==> src/rtl/mem_pkg.sv <==
// Shared types and defaults for the instruction-memory boot loader.
// Holds the loader FSM state encoding and the default frame start byte.
package mem_pkg;

  typedef enum logic [2:0] {
    IDLE   = 3'd0,
    LEN_LO = 3'd1,
    LEN_HI = 3'd2,
    DATA   = 3'd3,
    CHK    = 3'd4,
    DONE   = 3'd5,
    ERROR  = 3'd6
  } loader_state_e;

  localparam logic [7:0] LoaderMagic = 8'hA5;

endpackage

==> src/rtl/loader_word_assembler.sv <==
// Collects payload bytes into little-endian 32-bit words and keeps the running
// 8-bit wrap-around checksum of every byte it has seen since the last clear.
module loader_word_assembler (
  input  logic        clk,
  input  logic        reset_n,
  input  logic        clear,
  input  logic        byte_in,
  input  logic [7:0]  data,
  output logic        word_valid,
  output logic [31:0] word,
  output logic [7:0]  checksum
);

  logic [1:0]  lane;
  logic [23:0] low_bytes;
  logic [7:0]  sum;

  // The top lane is never stored: the word is completed combinationally from
  // the incoming byte, so the write can be registered on that same transfer.
  assign word_valid = byte_in && (lane == 2'd3);
  assign word       = {data, low_bytes};
  assign checksum   = sum;

  // NOTE: state registers use non-blocking assignments so every flop samples
  // the pre-edge values of its neighbours, independent of statement order.
  always_ff @(posedge clk or negedge reset_n) begin
    if (!reset_n) begin
      lane      <= 2'd0;
      low_bytes <= 24'd0;
      sum       <= 8'd0;
    end else if (clear) begin
      lane      <= 2'd0;
      low_bytes <= 24'd0;
      sum       <= 8'd0;
    end else if (byte_in) begin
      sum  <= sum + data;
      lane <= lane + 2'd1;
      case (lane)
        2'd0:    low_bytes[7:0]   <= data;
        2'd1:    low_bytes[15:8]  <= data;
        2'd2:    low_bytes[23:16] <= data;
        default: ;
      endcase
    end
  end

endmodule

==> src/rtl/imem_loader.sv <==
// Boot-time loader: parses framed bytes, writes words to instruction memory from
// address 0 and releases the CPU only after a frame arrives with a good checksum.
module imem_loader
  import mem_pkg::*;
#(
  parameter int         MemSize       = 'h0000_1000,
  parameter logic [7:0] Magic         = LoaderMagic,
  parameter int         TimeoutCycles = 1_000_000,
  localparam int        MemAddrWidth  = $clog2(MemSize)
) (
  input  logic                    clk,
  input  logic                    reset_n,
  input  logic [7:0]              rx_data,
  input  logic                    rx_valid,
  output logic                    rx_ready,
  output logic                    we,
  output logic [MemAddrWidth-1:0] waddr,
  output logic [31:0]             wdata,
  output logic                    cpu_hold,
  output logic                    done,
  output logic                    error
);

  localparam int                  TcWidth  = $clog2(TimeoutCycles + 1);
  localparam logic [TcWidth-1:0]  TcLast   = TcWidth'(TimeoutCycles - 1);
  localparam logic [TcWidth-1:0]  TcMax    = TcWidth'(TimeoutCycles);
  localparam logic [16:0]         MaxWords = 17'(MemSize / 4);

  loader_state_e      state;
  logic [7:0]         len_lo;
  logic [15:0]        n_words;
  logic [15:0]        idx;
  logic [TcWidth-1:0] tcnt;

  logic        transfer;
  logic        active;
  logic        timeout;
  logic [15:0] len_in;
  logic        len_bad;
  logic        asm_clear;
  logic        asm_byte;
  logic        word_valid;
  logic [31:0] word;
  logic [7:0]  checksum;
  logic [7:0]  chk_sum;
  logic        chk_ok;

  assign transfer  = rx_valid && rx_ready;
  assign active    = (state == LEN_LO) || (state == LEN_HI) ||
                     (state == DATA)   || (state == CHK);
  assign timeout   = active && !transfer && (tcnt == TcLast);
  assign len_in    = {rx_data, len_lo};
  assign len_bad   = (len_in == 16'd0) || ({1'b0, len_in} > MaxWords);
  assign asm_clear = transfer && (state == LEN_HI) && !len_bad;
  assign asm_byte  = transfer && (state == DATA);
  assign chk_sum   = checksum + rx_data;
  assign chk_ok    = (chk_sum == 8'd0);

  loader_word_assembler u_asm (
    .clk        (clk),
    .reset_n    (reset_n),
    .clear      (asm_clear),
    .byte_in    (asm_byte),
    .data       (rx_data),
    .word_valid (word_valid),
    .word       (word),
    .checksum   (checksum)
  );

  // Idle-cycle counter; only meaningful inside a frame, saturates rather than wraps.
  always_ff @(posedge clk or negedge reset_n) begin
    if (!reset_n) begin
      tcnt <= '0;
    end else if (transfer || !active) begin
      tcnt <= '0;
    end else if (tcnt != TcMax) begin
      tcnt <= tcnt + 1'b1;
    end
  end

  // NOTE: only the loader's own registers are reset here; the instruction memory
  // behind the write port is deliberately left untouched by reset.
  always_ff @(posedge clk or negedge reset_n) begin
    if (!reset_n) begin
      state    <= IDLE;
      len_lo   <= 8'd0;
      n_words  <= 16'd0;
      idx      <= 16'd0;
      rx_ready <= 1'b0;
      we       <= 1'b0;
      waddr    <= '0;
      wdata    <= 32'd0;
      cpu_hold <= 1'b1;
      done     <= 1'b0;
      error    <= 1'b0;
    end else begin
      rx_ready <= 1'b1;
      we       <= 1'b0;
      case (state)
        IDLE: begin
          if (transfer && (rx_data == Magic)) state <= LEN_LO;
        end
        LEN_LO: begin
          if (transfer) begin
            len_lo <= rx_data;
            state  <= LEN_HI;
          end else if (timeout) begin
            state <= ERROR;
            error <= 1'b1;
          end
        end
        LEN_HI: begin
          if (transfer) begin
            if (len_bad) begin
              state <= ERROR;
              error <= 1'b1;
            end else begin
              n_words <= len_in;
              idx     <= 16'd0;
              state   <= DATA;
            end
          end else if (timeout) begin
            state <= ERROR;
            error <= 1'b1;
          end
        end
        DATA: begin
          if (word_valid) begin
            we    <= 1'b1;
            wdata <= word;
            waddr <= MemAddrWidth'({idx, 2'b00});
            if (idx == n_words - 16'd1) state <= CHK;
            else                        idx   <= idx + 16'd1;
          end else if (timeout) begin
            state <= ERROR;
            error <= 1'b1;
          end
        end
        CHK: begin
          if (transfer) begin
            if (chk_ok) begin
              state    <= DONE;
              done     <= 1'b1;
              cpu_hold <= 1'b0;
            end else begin
              state <= ERROR;
              error <= 1'b1;
            end
          end else if (timeout) begin
            state <= ERROR;
            error <= 1'b1;
          end
        end
        DONE: begin
          // A new frame re-arms the hold immediately: the old image is being replaced.
          if (transfer && (rx_data == Magic)) begin
            state    <= LEN_LO;
            done     <= 1'b0;
            cpu_hold <= 1'b1;
          end
        end
        ERROR: begin
          if (transfer && (rx_data == Magic)) begin
            state <= LEN_LO;
            error <= 1'b0;
          end
        end
        default: begin
          state <= IDLE;
        end
      endcase
    end
  end

endmodule

==> config.mk <==
export PLATFORM = sky130hd
export DESIGN_NAME = imem_loader
export DESIGN_NICKNAME = d
export VERILOG_FILES = /design/src/rtl/mem_pkg.sv /design/src/rtl/loader_word_assembler.sv /design/src/rtl/imem_loader.sv
export SDC_FILE = /design/constraint.sdc
export NUM_CORES = 1
export LEC_CHECK = 0
export BUFFER_PORTS_ARGS = -buffer_cell sky130_fd_sc_hd__clkbuf_2
export CORE_UTILIZATION = 40
export CTS_BUF_LIST = sky130_fd_sc_hd__clkbuf_4
export DETAILED_ROUTE_END_ITERATION = 12
export GPL_TIMING_DRIVEN = 0
export HOLD_SLACK_MARGIN = 0.06
export PLACE_DENSITY = 0.54
export SLEW_MARGIN = 10
export SYNTH_ARGS = -nofsm -noshare
export SYNTH_HDL_FRONTEND = slang
export SYNTH_SLANG_ARGS = --single-unit
==> constraint.sdc <==
create_clock -name clk -period 3.5 [get_ports clk]
set_clock_uncertainty 0.05 [all_clocks]
set_input_delay 0.175 -clock clk [delete_from_list [all_inputs] [get_ports clk]]
set_output_delay 0.175 -clock clk [all_outputs]
set_load 0.02 [all_outputs]
* After elaboration in Yosys (flattened, before gate mapping)
Cells that the tools add are included.
** Word-level totals
- Bits in registers :: 144
- Input port bits :: 11
- Output and inout port bits :: 49
- Word-level logic and storage cells :: 134
** Operators by class
- Add/sub/neg operators :: 5
- Order comparisons :: 1
- Equal/unequal tests :: 27
- Muxes and demuxes :: 44
- Bitwise operators :: 1
- Reductions and logical operators :: 39
** Operators with widths (number)
- 2-to-1 mux 16 bit :: 4
- 2-to-1 mux 24 bit :: 2
- 2-to-1 mux 20 bit :: 2
- 2-to-1 mux 8 bit :: 5
- case mux 16 bit (2 select lines) :: 1
- 2-to-1 mux 3 bit :: 8
- adder 20 x 1 -> 20 bit, second input constant :: 1
- equality test 20 bit, second input constant :: 1
- inequality test 20 bit, second input constant :: 1
- inequality test 2 bit, second input constant :: 9
- adder 16 x 1 -> 16 bit, second input constant :: 1
- equality test 16 bit :: 1
- > comparator 16 x 11 -> 1 bit, second input constant :: 1
- logical NOT 16 bit :: 1
- subtractor 16 x 1 -> 16 bit, second input constant :: 1
- 2-to-1 mux 1 bit :: 15
- case mux 3 bit (5 select lines) :: 1
- nonzero test 2 bit :: 7
- AND reduction 2 bit :: 6
- equality test 3 bit, second input constant :: 3
- inequality test 3 bit, second input constant :: 3
- adder 8 bit :: 1
- equality test 8 bit, second input constant :: 1
- logical AND 1 bit :: 8
- 21 further kinds :: 33

* Depth between registers and ports, before layout
Gate-level depths: netlist (run 1).
- Depth in word-level cells :: 9
- Gate-level depth with buffers :: 14
- Gate-level depth less buffers :: 11

* Modules after synthesis
A second synthesis (run 1) with hierarchy kept.
** Unflattened totals
- Cells, all modules :: 868
- Area, all modules :: 7738.7 sq um
** By module, submodules not included
- imem_loader :: instances 1, cells each 673, area each 5886.9 sq um
- loader_word_assembler :: instances 1, cells each 195, area each 1851.8 sq um

* Worst setup path before layout (run 1)
OpenSTA, ideal clock, no wires.
- Kind :: flip-flop to flip-flop
- Start :: register n_words[0]
- End :: register state[0]
- Setup time :: 143 ps
- Data arrival time :: 2909 ps
- Data required time :: 3307 ps
- Setup slack :: 398 ps
- Cell stages (with the launch flop) :: 15
- Path through :: dfrtp_1 > inv_1 > ha_1 > or4b_4 > buf_6 > nor3_1 > xor2_1 > o2111a_1 > a211oi_2 > o2111ai_2 > buf_6 > and2_4 > buf_6 > nor4_1 > o32ai_1
** On the way
- Word-level cells in the longest chain between the ends :: 4
** RTL lines
- start: declaration :: RTL line imem_loader.sv:31 : logic [15:0] n_words;
- start signal: assignment :: RTL line imem_loader.sv:118 : n_words <= len_in;
- subtractor 16 x 1 -> 16 bit :: RTL line imem_loader.sv:132 : if (idx == n_words - 16'd1) state <= CHK;
- equality test 16 bit :: RTL line imem_loader.sv:132
- inequality test 3 bit (no source line)
- AND reduction 2 bit (no source line)
- end signal: assignment :: RTL line imem_loader.sv:132
- end signal: assignment :: RTL line imem_loader.sv:135 : state <= ERROR;
- end signal: assignment :: RTL line imem_loader.sv:142 : state <= DONE;
- end: declaration :: RTL line imem_loader.sv:29 : loader_state_e state;
No other way between the ends.
A chain may end at the register's enable or synchronous reset.

* Final worst setup path (run 1)
- Start :: register n_words[1]
- End :: register state[0]
Same word-level chain as after synthesis.

==> summary.txt, run 1 <==
Finish
  – Register area: 3610 um^2
  – Share of layout cells above drive strength 1: 15.5%
  – Post-Layout Cell Count: 1137
  – Commonest cells after routing, fill and taps aside: nand2_1 (225), dfrtp_1 (141), nor2_1 (67)
  – Commonest non-fill, non-tap cell in the layout: nand2_1
  – Synthesis-to-finish area growth: 13.8%
  – Final #Nets: 922
  – Fill cells: 1816
  – Fin util: 46.4%
  – Area of the multi-input gates: 3430 um^2

Timing
  – Final hold violations: 0
  – Final slew viol count: 0
  – Final Cycle Share: 96.2%
  – Final min period: 3370 ps
  – Final setup viols: 0
  – Slew margin rel.: 55.3%
  – Least-Margin Pin Slew: 668 ps
  – Fmax: 0.297 GHz

Flow run
  – Max Cap Viol: 0

Clock network
  – Clock buffer depth: 2
  – Clock Sink Count: 144
  – CTS Buf Count: 17
  – Root Buffer: clkbuf_4
  – TritonCTS clock tree: yes
  – Clock transition at the registers of the reported paths: 130 ps
  – Clock latency on the worst-skew pair: 540 ps
  – H-tree depth: 4

Global route
  – Global-route usage over all layers: 20.1%
  – Number of global-route vias before repair: 5474
  – Antenna violations before repair: 1
  – Largest net degree at the start of global routing: 94
  – Global-route wire length before repair: 28800 um
  – Total grt overflow: 0

Floorplan
  – Die X-Extent: 137 um
  – Core ar.: 17900 um^2
  – Starting Density: 40.8%
  – Row cnt: 49
  – Boundary pin count: 60
  – Die Ht: 137 um
  – Die Area: 18800 um^2

Pwr
  – LEAKAGE: 3.97 nW
  – Cell Pwr Density: 564 nW/um^2
  – Maximum VDD drop: 0.285 mV
  – Total power draw: 4.68 mW

Synth
  – Number of enable flip-flop cells after synthesis: 0
  – Seq/Total Area, Yosys: 49.4%
  – Synth warn: 0
  – Syn Area/Cell: 9.04 um^2
  – Syn Inst Count: 807
  – Ys async rst share: 100%
  – Synthesized area: 7300 um^2
  – Synth Register Bits: 144
  – Main synth FF type: dfrtp_1
  – Count of different cell masters after synthesis: 68

Drt
  – Total Wirelength: 18000 um
  – Initial DRC Count: 382
  – Routed WL per cell: 15.8 um
  – Antenna viol nets, final: 0
  – Met3 WL: 664 um
  – DR vias/cell: 5.10
  – M1 WL: 8870 um
  – TritonRoute pass-1 iters: 5
  – Vias after detailed routing: 5803
  – DR top layer: met4
  – Met2 routed WL: 8120 um
  – Drc violations: 0

Critical path
  – FF-to-FF setup slack: 130 ps
  – Worst path required time: 3860 ps
  – Critical Path Sink Type: flip-flop
  – CP Max Fanout: 10
  – CP Launch Type: flip-flop
  – Crit Path Category: reg -> reg
  – WP data arrival: 3730 ps

Placement
  – IO buf count: 56
  – DPL Wire Length: 12400 um
  – Placed cells: 1094
  – GP Congestion: 0.840

Outcome
  – Status: complete, no violations

Worst hold path
  – Hold Path Class: in -> async
==> repair_timing <==
action / CTS / global route
setup endpoints to repair: 10 / 51
gates cloned: 0 / 0
hold buffers: 9 / 0
endpoints found under the hold margin: 177 / 0
setup buffers: 0 / 2
pin swaps: 0 / 3
gates resized for setup: 2 / 9
==> through the flow <==
stage	hold WS, ps	setup TNS (ps)	worst slack [ps]	area, um^2
CTS	71.5	0	45.3	8260
global route	75.8	-67.0	-67.0	8300
floorplan	-171	0	398	7300
detailed placement	118	-1810	-190	7900
finish	93.3	0	132	8300
global placement	403	-59290	-412	7870
==> routing by layer <==
layer,GRT usage (%),vias to the layer above
met5,0,-
met3,3.52,19
li1,-,2887
met4,7.51,0
met1,29.2,2788
met2,29.7,109
==> final cells by class <==
type | instances | share of cell area (%)
plain buffers | 43 | 2.70
inverters | 17 | 0.769
well taps | 229 | 3.45
clock buffers | 17 | 1.54
clock inverters | 14 | 1.58
multi-input cells | 604 | 41.4
diodes | 1 | 0.0302
flip-flops and latches | 144 | 43.5
repair buffers | 68 | 5.08
==> state kept, by name (all words and copies together), names as in the netlist <==
register	flops
wdata	32
u_asm.low_bytes	24
tcnt	20
idx	16
n_words	16
waddr	10
len_lo	8
u_asm.checksum	8
state	3
u_asm.lane	2
cpu_hold	1
done	1
error	1
rx_ready	1
we	1
==> power breakdown <==
group          total, mW  internal [mW]  leakage [nW]  switching (mW)
registers           2.24           2.01          1.91           0.237
logic               1.43          0.569          1.92           0.856
clock network       1.01          0.358         0.133           0.653
total               4.68           2.93          3.97            1.75
==> logic make-up after synthesis <==
kind of cell    Yosys count  share of synthesized area (%)
simple gates            406                           25.1
compound gates          103                           8.85
mux                      24                           3.60
flops                   144                           49.4
buf+inv                  60                           3.89
other cells               2                          0.103
fa+ha+maj                16                           2.85
xor+xnor                 52                           6.24
==> synthesized netlist by cell type, types with 2 or more instances <==
cell      instances  area [um^2]
a31o_2            2         17.5
nor2b_1           4         25.0
xor2_1           31          272
a21o_1            2         15.0
buf_6             5         56.3
mux2_2           18          203
nand3b_1          2         15.0
nand2_1         225          845
and2_1           13         81.3
or3_1             4         25.0
nand3_1          23          115
buf_4             5         37.5
nand4_1          14         87.6
dfrtp_1         143         3580
nor4_1           10         62.6
nand4b_1          3         26.3
clkbuf_1         30          113
o21a_1            2         15.0
a31oi_1           4         25.0
nor2_1           67          251
mux2i_1           6         60.1
a21oi_1          38          190
ha_1             15          188
conb_1            2         7.51
nand2b_1          3         18.8
nor3_1           14         70.1
o21ai_0          35          175
nor4b_1           2         17.5
o32a_1            2         20.0
inv_1            16         60.1
and4_1            3         26.3
xnor2_1          21          184
and3_1            8         50.1
==> critical path: stages (launching register included) <==
cell and delay (ps):
dfrtp_2 420, inv_1 110, ha_4 170, or4b_4 460, buf_6 160, and2b_2 220
xnor2_1 110, nand4_1 150, a2111oi_4 330, o2111ai_2 180, buf_6 180, and2_4 160
buf_6 150, nor4_2 250, o32ai_1 150
==> path summary, 6_finish.rpt <==
| path | start | endpoint | cells past startpoint |
|---|---|---|---|
| worst max-delay path | n_words[1]$_DFFE_PN0P_ | state[0]$_DFFE_PN0P_ | 14 |
| worst min-delay path | reset_n | waddr[9]$_DFFE_PN0P_ | 2 |
| worst max register to register | n_words[1]$_DFFE_PN0P_ | state[0]$_DFFE_PN0P_ | 14 |
| worst min register to register | u_asm.low_bytes[10]$_DFFE_PN0P_ | wdata[10]$_DFFE_PN0P_ | 2 |
| max in group asynchronous | reset_n | n_words[1]$_DFFE_PN0P_ | 3 |
| min in group clk | rx_valid | state[2]$_DFFE_PN0P_ | 5 |
Note: power is estimated with default switching activity, not from simulation.
==> run 2, diff against run 1 <==
--- a/config.mk
+++ b/config.mk
@@ -11,7 +11,6 @@
 export DETAILED_ROUTE_END_ITERATION = 12
 export GPL_TIMING_DRIVEN = 0
 export HOLD_SLACK_MARGIN = 0.06
-export PLACE_DENSITY = 0.54
 export SLEW_MARGIN = 10
 export SYNTH_ARGS = -nofsm -noshare
 export SYNTH_HDL_FRONTEND = slang
==> summary.txt, run 2 (synthesized netlist as in run 1, its figures left out) <==
Outcome
  – Status: complete, no violations (unchanged)

Critical path
  – Worst r2r dst: state[1]$_DFFE_PN0P_ (was state[0]$_DFFE_PN0P_)
  – Worst path required time: 3890 ps (was 3860 ps)
  – Worst r2r src: n_words[0]$_DFFE_PN0P_ (was n_words[1]$_DFFE_PN0P_)
  – CP Launch Type: flip-flop (unchanged)
  – CP Max Fanout: 10 (unchanged)
  – Critical Path Sink Type: flip-flop (unchanged)
  – WP data arrival: 3730 ps (about the same)
  – FF-to-FF setup slack: 150 ps (was 130 ps)
  – R2R depth: 13 (was 14)
  – Crit Path Category: reg -> reg (unchanged)

Global route
  – Global-route usage over all layers: 19.2% (was 20.1%)
  – Antenna violations before repair: 1 (unchanged)
  – Total grt overflow: 0 (unchanged)
  – Largest net degree at the start of global routing: 91 (was 94)
  – Number of global-route vias before repair: 5394 (was 5474)
  – Global-route wire length before repair: 27800 um (was 28800 um)

Placement
  – GP Congestion: 0.804 (was 0.840)
  – DPL Wire Length: 11800 um (was 12400 um)
  – IO buf count: 56 (unchanged)
  – Pre-CTS WS: -88.5 ps (was -190 ps)

Timing
  – Least-Margin Pin Slew: 680 ps (was 668 ps)
  – Slew margin rel.: 54.2% (was 55.3%)
  – Final slew viol count: 0 (unchanged)
  – Final min period: 3350 ps (was 3370 ps)
  – Setup TNS after final layout: 0 ps (unchanged)
  – Final hold violations: 0 (unchanged)
  – RSZ-0062 raised after global routing: no
  – Final Cycle Share: 95.6% (was 96.2%)
  – Fmax: 0.299 GHz (was 0.297 GHz)
  – Setup WS post-layout: 155 ps (was 132 ps)
  – Final setup viols: 0 (unchanged)

Floorplan
  – Core ar.: 17900 um^2 (unchanged)
  – Starting Density: 40.8% (unchanged)
  – Die Area: 18800 um^2 (unchanged)
  – Boundary pin count: 60 (unchanged)
  – Die X-Extent: 137 um (unchanged)
  – Die Ht: 137 um (unchanged)
  – Row cnt: 49 (unchanged)

Finish
  – Largest Register: wdata (unchanged)
  – Share of layout cells above drive strength 1: 15.6% (was 15.5%)
  – Fill cells: 1772 (was 1816)
  – Commonest non-fill, non-tap cell in the layout: nand2_1 (unchanged)
  – Final #Nets: 920 (was 922)
  – Max reg flops: 32 (unchanged)
  – Synthesis-to-finish area growth: 13.9% (was 13.8%)
  – Top flop regs: wdata (32), u_asm.low_bytes (24), tcnt (20) (unchanged)
  – Commonest cells after routing, fill and taps aside: nand2_1 (225), dfrtp_1 (141), nor2_1 (67) (unchanged)

Flow run
  – Max Cap Viol: 0 (unchanged)

Drt
  – Total Wirelength: 17100 um (was 18000 um)
  – Initial DRC Count: 399 (was 382)
  – Drc violations: 0 (unchanged)
  – Antenna viol nets, final: 0 (unchanged)
  – DR vias/cell: 5.15 (was 5.10)
  – Vias after detailed routing: 5853 (was 5803)
  – TritonRoute pass-1 iters: 5 (unchanged)
  – Routed WL per cell: 15.0 um (was 15.8 um)

Clock network
  – Clock latency on the worst-skew pair: 550 ps (was 540 ps)
  – Post-CTS Setup Inserts: 0 (unchanged)
  – TritonCTS clock tree: yes (unchanged)
  – Clock transition at the registers of the reported paths: 130 ps (about the same)
  – Clock Sink Count: 144 (unchanged)
  – H-tree depth: 4 (unchanged)
  – Root Buffer: clkbuf_4 (unchanged)
  – CTS Buf Count: 17 (unchanged)
  – Clock buffer depth: 2 (unchanged)

Pwr
  – Maximum VDD drop: 0.251 mV (was 0.285 mV)
  – LEAKAGE: 3.99 nW (was 3.97 nW)
  – Cell Pwr Density: 572 nW/um^2 (was 564 nW/um^2)

Worst hold path
  – Hold Path Class: in -> async (unchanged)
[run 2: where the power goes]
| part | internal (mW) | switching, mW | leakage (nW) |
|---|---|---|---|
| clock | 0.391 | 0.705 | 0.160 |
| sequential | 2.01 | 0.248 | 1.91 |
| combinational | 0.564 | 0.836 | 1.92 |
[run 2: worst max-delay path by stage]
stage / from / depth (start not counted) / end / slack (ps)
2_1_floorplan: n_words[0]$_DFFE_PN0P_ / 14 / state[0]$_DFFE_PN0P_ / 400
3_3_place_gp: reset_n / 1 / u_asm.checksum[3]$_DFFE_PN0P_ / -380
3_5_place_dp: len_lo[1]$_DFFE_PN0P_ / 10 / u_asm.checksum[7]$_DFFE_PN0P_ / -90
4_1_cts: rx_ready$_DFF_PN0_ / 10 / waddr[10]$_DFFE_PN0P_ / 30
5_1_grt: n_words[0]$_DFFE_PN0P_ / 14 / state[0]$_DFFE_PN0P_ / 10
6_report: n_words[0]$_DFFE_PN0P_ / 13 / state[1]$_DFFE_PN0P_ / 150
[run 2: per-layer routing]
| layer | vias to the layer above | global-route usage (%) | routed length (um) |
|---|---|---|---|
| li1 | 2875 | - | - |
| met1 | 2845 | 28.2 | 8390 |
| met2 | 122 | 28.8 | 7760 |
| met3 | 11 | 3.85 | 779 |
| met4 | 0 | 5.13 | 133 |
| met5 | - | 0 | 0 |
[run 2: critical path: stages, from the launching register on]
cell	delay (ps)
dfrtp_2	470
inv_1	90
ha_2	230
or4b_4	480
buf_6	160
and2b_2	220
xnor2_1	120
nand4_1	160
a2111oi_4	250
o2111ai_2	190
buf_6	180
and2_4	160
buf_6	140
o32a_1	330
[run 2: final cells by class]
| type | instances | area [um^2] | share of cell area, % |
|---|---|---|---|
| Buffer | 43 | 224 | 2.69 |
| Sequential cell | 144 | 3610 | 43.4 |
| Clock buffer | 17 | 128 | 1.54 |
| Clock inverter | 15 | 168 | 2.02 |
| Timing Repair Buffer | 66 | 407 | 4.89 |
| Multi-Input combinational cell | 604 | 3420 | 41.2 |
| Antenna cell | 1 | 2.50 | 0.0301 |
| Inverter | 17 | 63.8 | 0.768 |
| Tap cell | 229 | 287 | 3.45 |
[run 2: metrics by stage]
stage	total power, mW	util, %	instances	cell area, um^2	hold slack (ps)
after global placement	3.66	43.9	1093	7870	401
after global routing	5.11	46.4	1136	8310	100
after CTS	4.80	46.3	1135	8290	80.0
after floorplan	3.27	-	808	7300	-171
final	4.75	46.4	1136	8310	87.3
after detailed placement	3.69	44.1	1094	7900	124
[run 2: timing repair]
item,4_1_cts,5_1_grt
gates resized for setup,1,9
gates cloned,0,0
hold buffers,9,0
endpoints found under the hold margin,184,0
endpoints found under the setup margin,10,23
pin swaps,0,0
==> run 3, diff against run 2 <==
--- a/config.mk
+++ b/config.mk
@@ -5,13 +5,16 @@
 export SDC_FILE = /design/constraint.sdc
 export NUM_CORES = 1
 export LEC_CHECK = 0
+export ABC_AREA = 1
 export BUFFER_PORTS_ARGS = -buffer_cell sky130_fd_sc_hd__clkbuf_2
 export CORE_UTILIZATION = 40
 export CTS_BUF_LIST = sky130_fd_sc_hd__clkbuf_4
 export DETAILED_ROUTE_END_ITERATION = 12
 export GPL_TIMING_DRIVEN = 0
 export HOLD_SLACK_MARGIN = 0.06
+export PLACE_DENSITY = 0.57
 export SLEW_MARGIN = 10
 export SYNTH_ARGS = -nofsm -noshare
 export SYNTH_HDL_FRONTEND = slang
 export SYNTH_SLANG_ARGS = --single-unit
+export TNS_END_PERCENT = 10
==> summary.txt, run 3 <==
Outcome
  – Status: complete, no violations (unchanged)

Synth
  – Synth cell count leaders: nand2_1 (293), dfrtp_1 (143), inv_1 (131) (was nand2_1 (225), dfrtp_1 (143), nor2_1 (67))
  – Syn Inst Count: 1026 (was 807)
  – Synth top area cells: dfrtp_1 (46%), nand2_1 (14%), inv_1 (6.3%) (was dfrtp_1 (49%), nand2_1 (12%), xor2_1 (3.7%))
  – Count of different cell masters after synthesis: 48 (was 68)
  – Synthesized area: 7850 um^2 (was 7300 um^2)
  – Synth Register Bits: 144 (unchanged)
  – Ys async rst share: 100% (unchanged)
  – Synth warn: 0 (unchanged)
  – Main synth FF type: dfrtp_1 (unchanged)
  – Most common cell in the netlist: nand2_1 (unchanged)
  – Seq/Total Area, Yosys: 45.9% (was 49.4%)
  – Post-synth top area cell: dfrtp_1 (unchanged)
  – Syn Area/Cell: 7.65 um^2 (was 9.04 um^2)
  – Number of enable flip-flop cells after synthesis: 0 (unchanged)
  – Top-area cell type share of the netlist area: 45.6% (was 49.0%)

Placement
  – IO buf count: 56 (unchanged)
  – DPL Wire Length: 14300 um (was 11800 um)
  – GP Congestion: 0.893 (was 0.804)

Floorplan
  – Die Ht: 142 um (was 137 um)
  – Boundary pin count: 60 (unchanged)
  – Core ar.: 19000 um^2 (was 17900 um^2)
  – Die X-Extent: 142 um (was 137 um)
  – Starting Density: 41.4% (was 40.8%)
  – Row cnt: 50 (was 49)
  – Die Area: 20200 um^2 (was 18800 um^2)

Clock network
  – Resized Gates After CTS: 0 (was 1)
  – Root Buffer: clkbuf_4 (unchanged)
  – TritonCTS clock tree: yes (unchanged)
  – Clock Sink Count: 144 (unchanged)
  – Clock transition at the registers of the reported paths: 140 ps (was 130 ps)
  – Clock buffer depth: 2 (unchanged)
  – H-tree depth: 4 (unchanged)
  – Clock latency on the worst-skew pair: 560 ps (was 550 ps)
  – CTS Buf Count: 17 (unchanged)

Global route
  – Number of global-route vias before repair: 6552 (was 5394)
  – Global-route wire length before repair: 33000 um (was 27800 um)
  – Largest net degree at the start of global routing: 85 (was 91)
  – Global-route usage over all layers: 20.9% (was 19.2%)
  – Antenna violations before repair: 1 (unchanged)
  – Total grt overflow: 0 (unchanged)

Critical path
  – Critical-path cell with the highest stage delay: clkbuf_1 (was or4b_4)
  – FF-to-FF setup slack: 1100 ps (was 150 ps)
  – R2R depth: 10 (was 13)
  – CP top delay family: buffers and inverters (was simple AND/OR/NAND/NOR gates)
  – CP Max Fanout: 10 (unchanged)
  – CP peak stage delay: 510 ps (was 480 ps)
  – Worst path required time: 3920 ps (was 3890 ps)
  – Crit Path Category: reg -> reg (unchanged)
  – WP data arrival: 2810 ps (was 3730 ps)
  – Critical Path, Cell by Cell: buf_2 > nand2_1 > nor2_4 > inv_2 > nor2_4 > nand2_2 > clkbuf_1 > clkbuf_1 > nand2_1 > o21ai_0 (was inv_1 > ha_2 > or4b_4 > buf_6 > and2b_2 > xnor2_1 > nand4_1 > a2111oi_4 > o2111ai_2 > buf_6 > and2_4 > buf_6 > o32a_1)
  – Critical Path Sink Type: flip-flop (unchanged)
  – Worst r2r src: state[0]$_DFFE_PN0P_ (was n_words[0]$_DFFE_PN0P_)
  – CP Launch Type: flip-flop (unchanged)
  – Worst r2r dst: wdata[31]$_DFFE_PN0P_ (was state[1]$_DFFE_PN0P_)
  – Buffers & Inverters on Critical Path: 4 (unchanged)

Timing
  – RSZ-0062 raised after global routing: no (unchanged)
  – Hold WS: 87.8 ps (was 87.3 ps)
  – Final slew viol count: 0 (unchanged)
  – Least-Margin Pin Slew: 582 ps (was 680 ps)
  – Final setup viols: 0 (unchanged)
  – Slew margin rel.: 61.2% (was 54.2%)
  – Fmax: 0.417 GHz (was 0.299 GHz)
  – Final min period: 2400 ps (was 3350 ps)
  – Final hold violations: 0 (unchanged)
  – Final Cycle Share: 68.5% (was 95.6%)

Finish
  – Final #Nets: 1139 (was 920)
  – Fill cells: 1930 (was 1772)
  – Commonest non-fill, non-tap cell in the layout: nand2_1 (unchanged)
  – Fin util: 46.8% (was 46.4%)
  – Largest Register: wdata (unchanged)
  – Register area: 3600 um^2 (was 3610 um^2)
  – Share of layout cells above drive strength 1: 12.9% (was 15.6%)
  – Top flop regs: wdata (32), u_asm.low_bytes (24), tcnt (20) (unchanged)
  – Commonest cells after routing, fill and taps aside: nand2_1 (293), dfrtp_1 (143), inv_1 (131) (was nand2_1 (225), dfrtp_1 (141), nor2_1 (67))
  – Area of the multi-input gates: 3570 um^2 (was 3420 um^2)
  – Max reg flops: 32 (unchanged)
  – Synthesis-to-finish area growth: 12.9% (was 13.9%)

Pwr
  – LEAKAGE: 4.54 nW (was 3.99 nW)
  – Maximum VDD drop: 0.480 mV (was 0.251 mV)
  – Cell Pwr Density: 619 nW/um^2 (was 572 nW/um^2)

Drt
  – DR vias/cell: 4.89 (was 5.15)
  – Antenna viol nets, final: 0 (unchanged)
  – Total Wirelength: 19500 um (was 17100 um)
  – Vias after detailed routing: 6780 (was 5853)
  – TritonRoute pass-1 iters: 5 (unchanged)
  – Initial DRC Count: 406 (was 399)
  – Drc violations: 0 (unchanged)
  – Routed WL per cell: 14.1 um (was 15.0 um)

Worst hold path
  – Hold Path Class: in -> async (unchanged)

Flow run
  – Max Cap Viol: 0 (unchanged)
-- run 3: stage by stage --
stage / setup WS (ps) / area [um^2] / setup TNS [ps] / power, mW / std cells
2_1_floorplan: 1520 / 7860 / 0 / 3.84 / 1027
3_5_place_dp: 1140 / 8500 / 0 / 4.45 / 1344
5_1_grt: 866 / 8870 / 0 / 5.97 / 1386
3_3_place_gp: -431 / 8460 / -59330 / 4.41 / 1343
6_report: 1100 / 8870 / 0 / 5.49 / 1386
4_1_cts: 1130 / 8860 / 0 / 5.55 / 1385
-- run 3: cell families after synthesis --
logic type,after synthesis,share of synthesized area (%)
simple gates,532,30.5
flops,144,45.9
fa+ha+maj,16,2.65
xor+xnor,29,3.24
buf+inv,170,8.69
other cells,2,0.0957
compound gates,133,8.94
-- run 3: repair_timing --
| item | 4_1_cts | 5_1_grt |
|---|---|---|
| hold endpoints to repair | 187 | 0 |
| buffers inserted | 0 | 0 |
| hold buffers | 9 | 0 |
-- run 3: worst max path at each step --
stage                                start                               to  depth (start not counted)
floorplan           n_words[0]$_DFFE_PN0P_              idx[12]$_DFFE_PN0P_                         12
global placement                   reset_n  u_asm.low_bytes[19]$_DFFE_PN0P_                          1
detailed placement    state[0]$_DFFE_PN0P_            wdata[28]$_DFFE_PN0P_                         10
CTS                   state[0]$_DFFE_PN0P_            wdata[28]$_DFFE_PN0P_                         10
global route        n_words[0]$_DFFE_PN0P_              idx[12]$_DFFE_PN0P_                         16
finish                state[0]$_DFFE_PN0P_            wdata[31]$_DFFE_PN0P_                         10
-- run 3: routing by layer --
metal / wire [um] / track usage [%] / vias to the layer above
met5: 0 / 0 / -
met2: 9180 / 34.0 / 113
met3: 766 / 4.14 / 17
met4: 291 / 6.00 / 0
met1: 9260 / 28.1 / 3197
li1: - / - / 3453
-- run 3: cell type report --
cell class | count | share of cell area, %
Antenna cell | 1 | 0.0282
Buffer | 30 | 1.75
Clock buffer | 17 | 1.44
Clock inverter | 15 | 1.68
Inverter | 140 | 5.94
Multi-Input combinational cell | 713 | 40.2
Sequential cell | 144 | 40.7
Tap cell | 260 | 3.67
Timing Repair Buffer | 66 | 4.59
-- run 3: power breakdown --
group	internal [mW]	switching, mW	total [mW]
combinational	0.698	1.38	2.07
sequential	2.08	0.256	2.34
clock	0.374	0.705	1.08
total	3.15	2.34	5.49
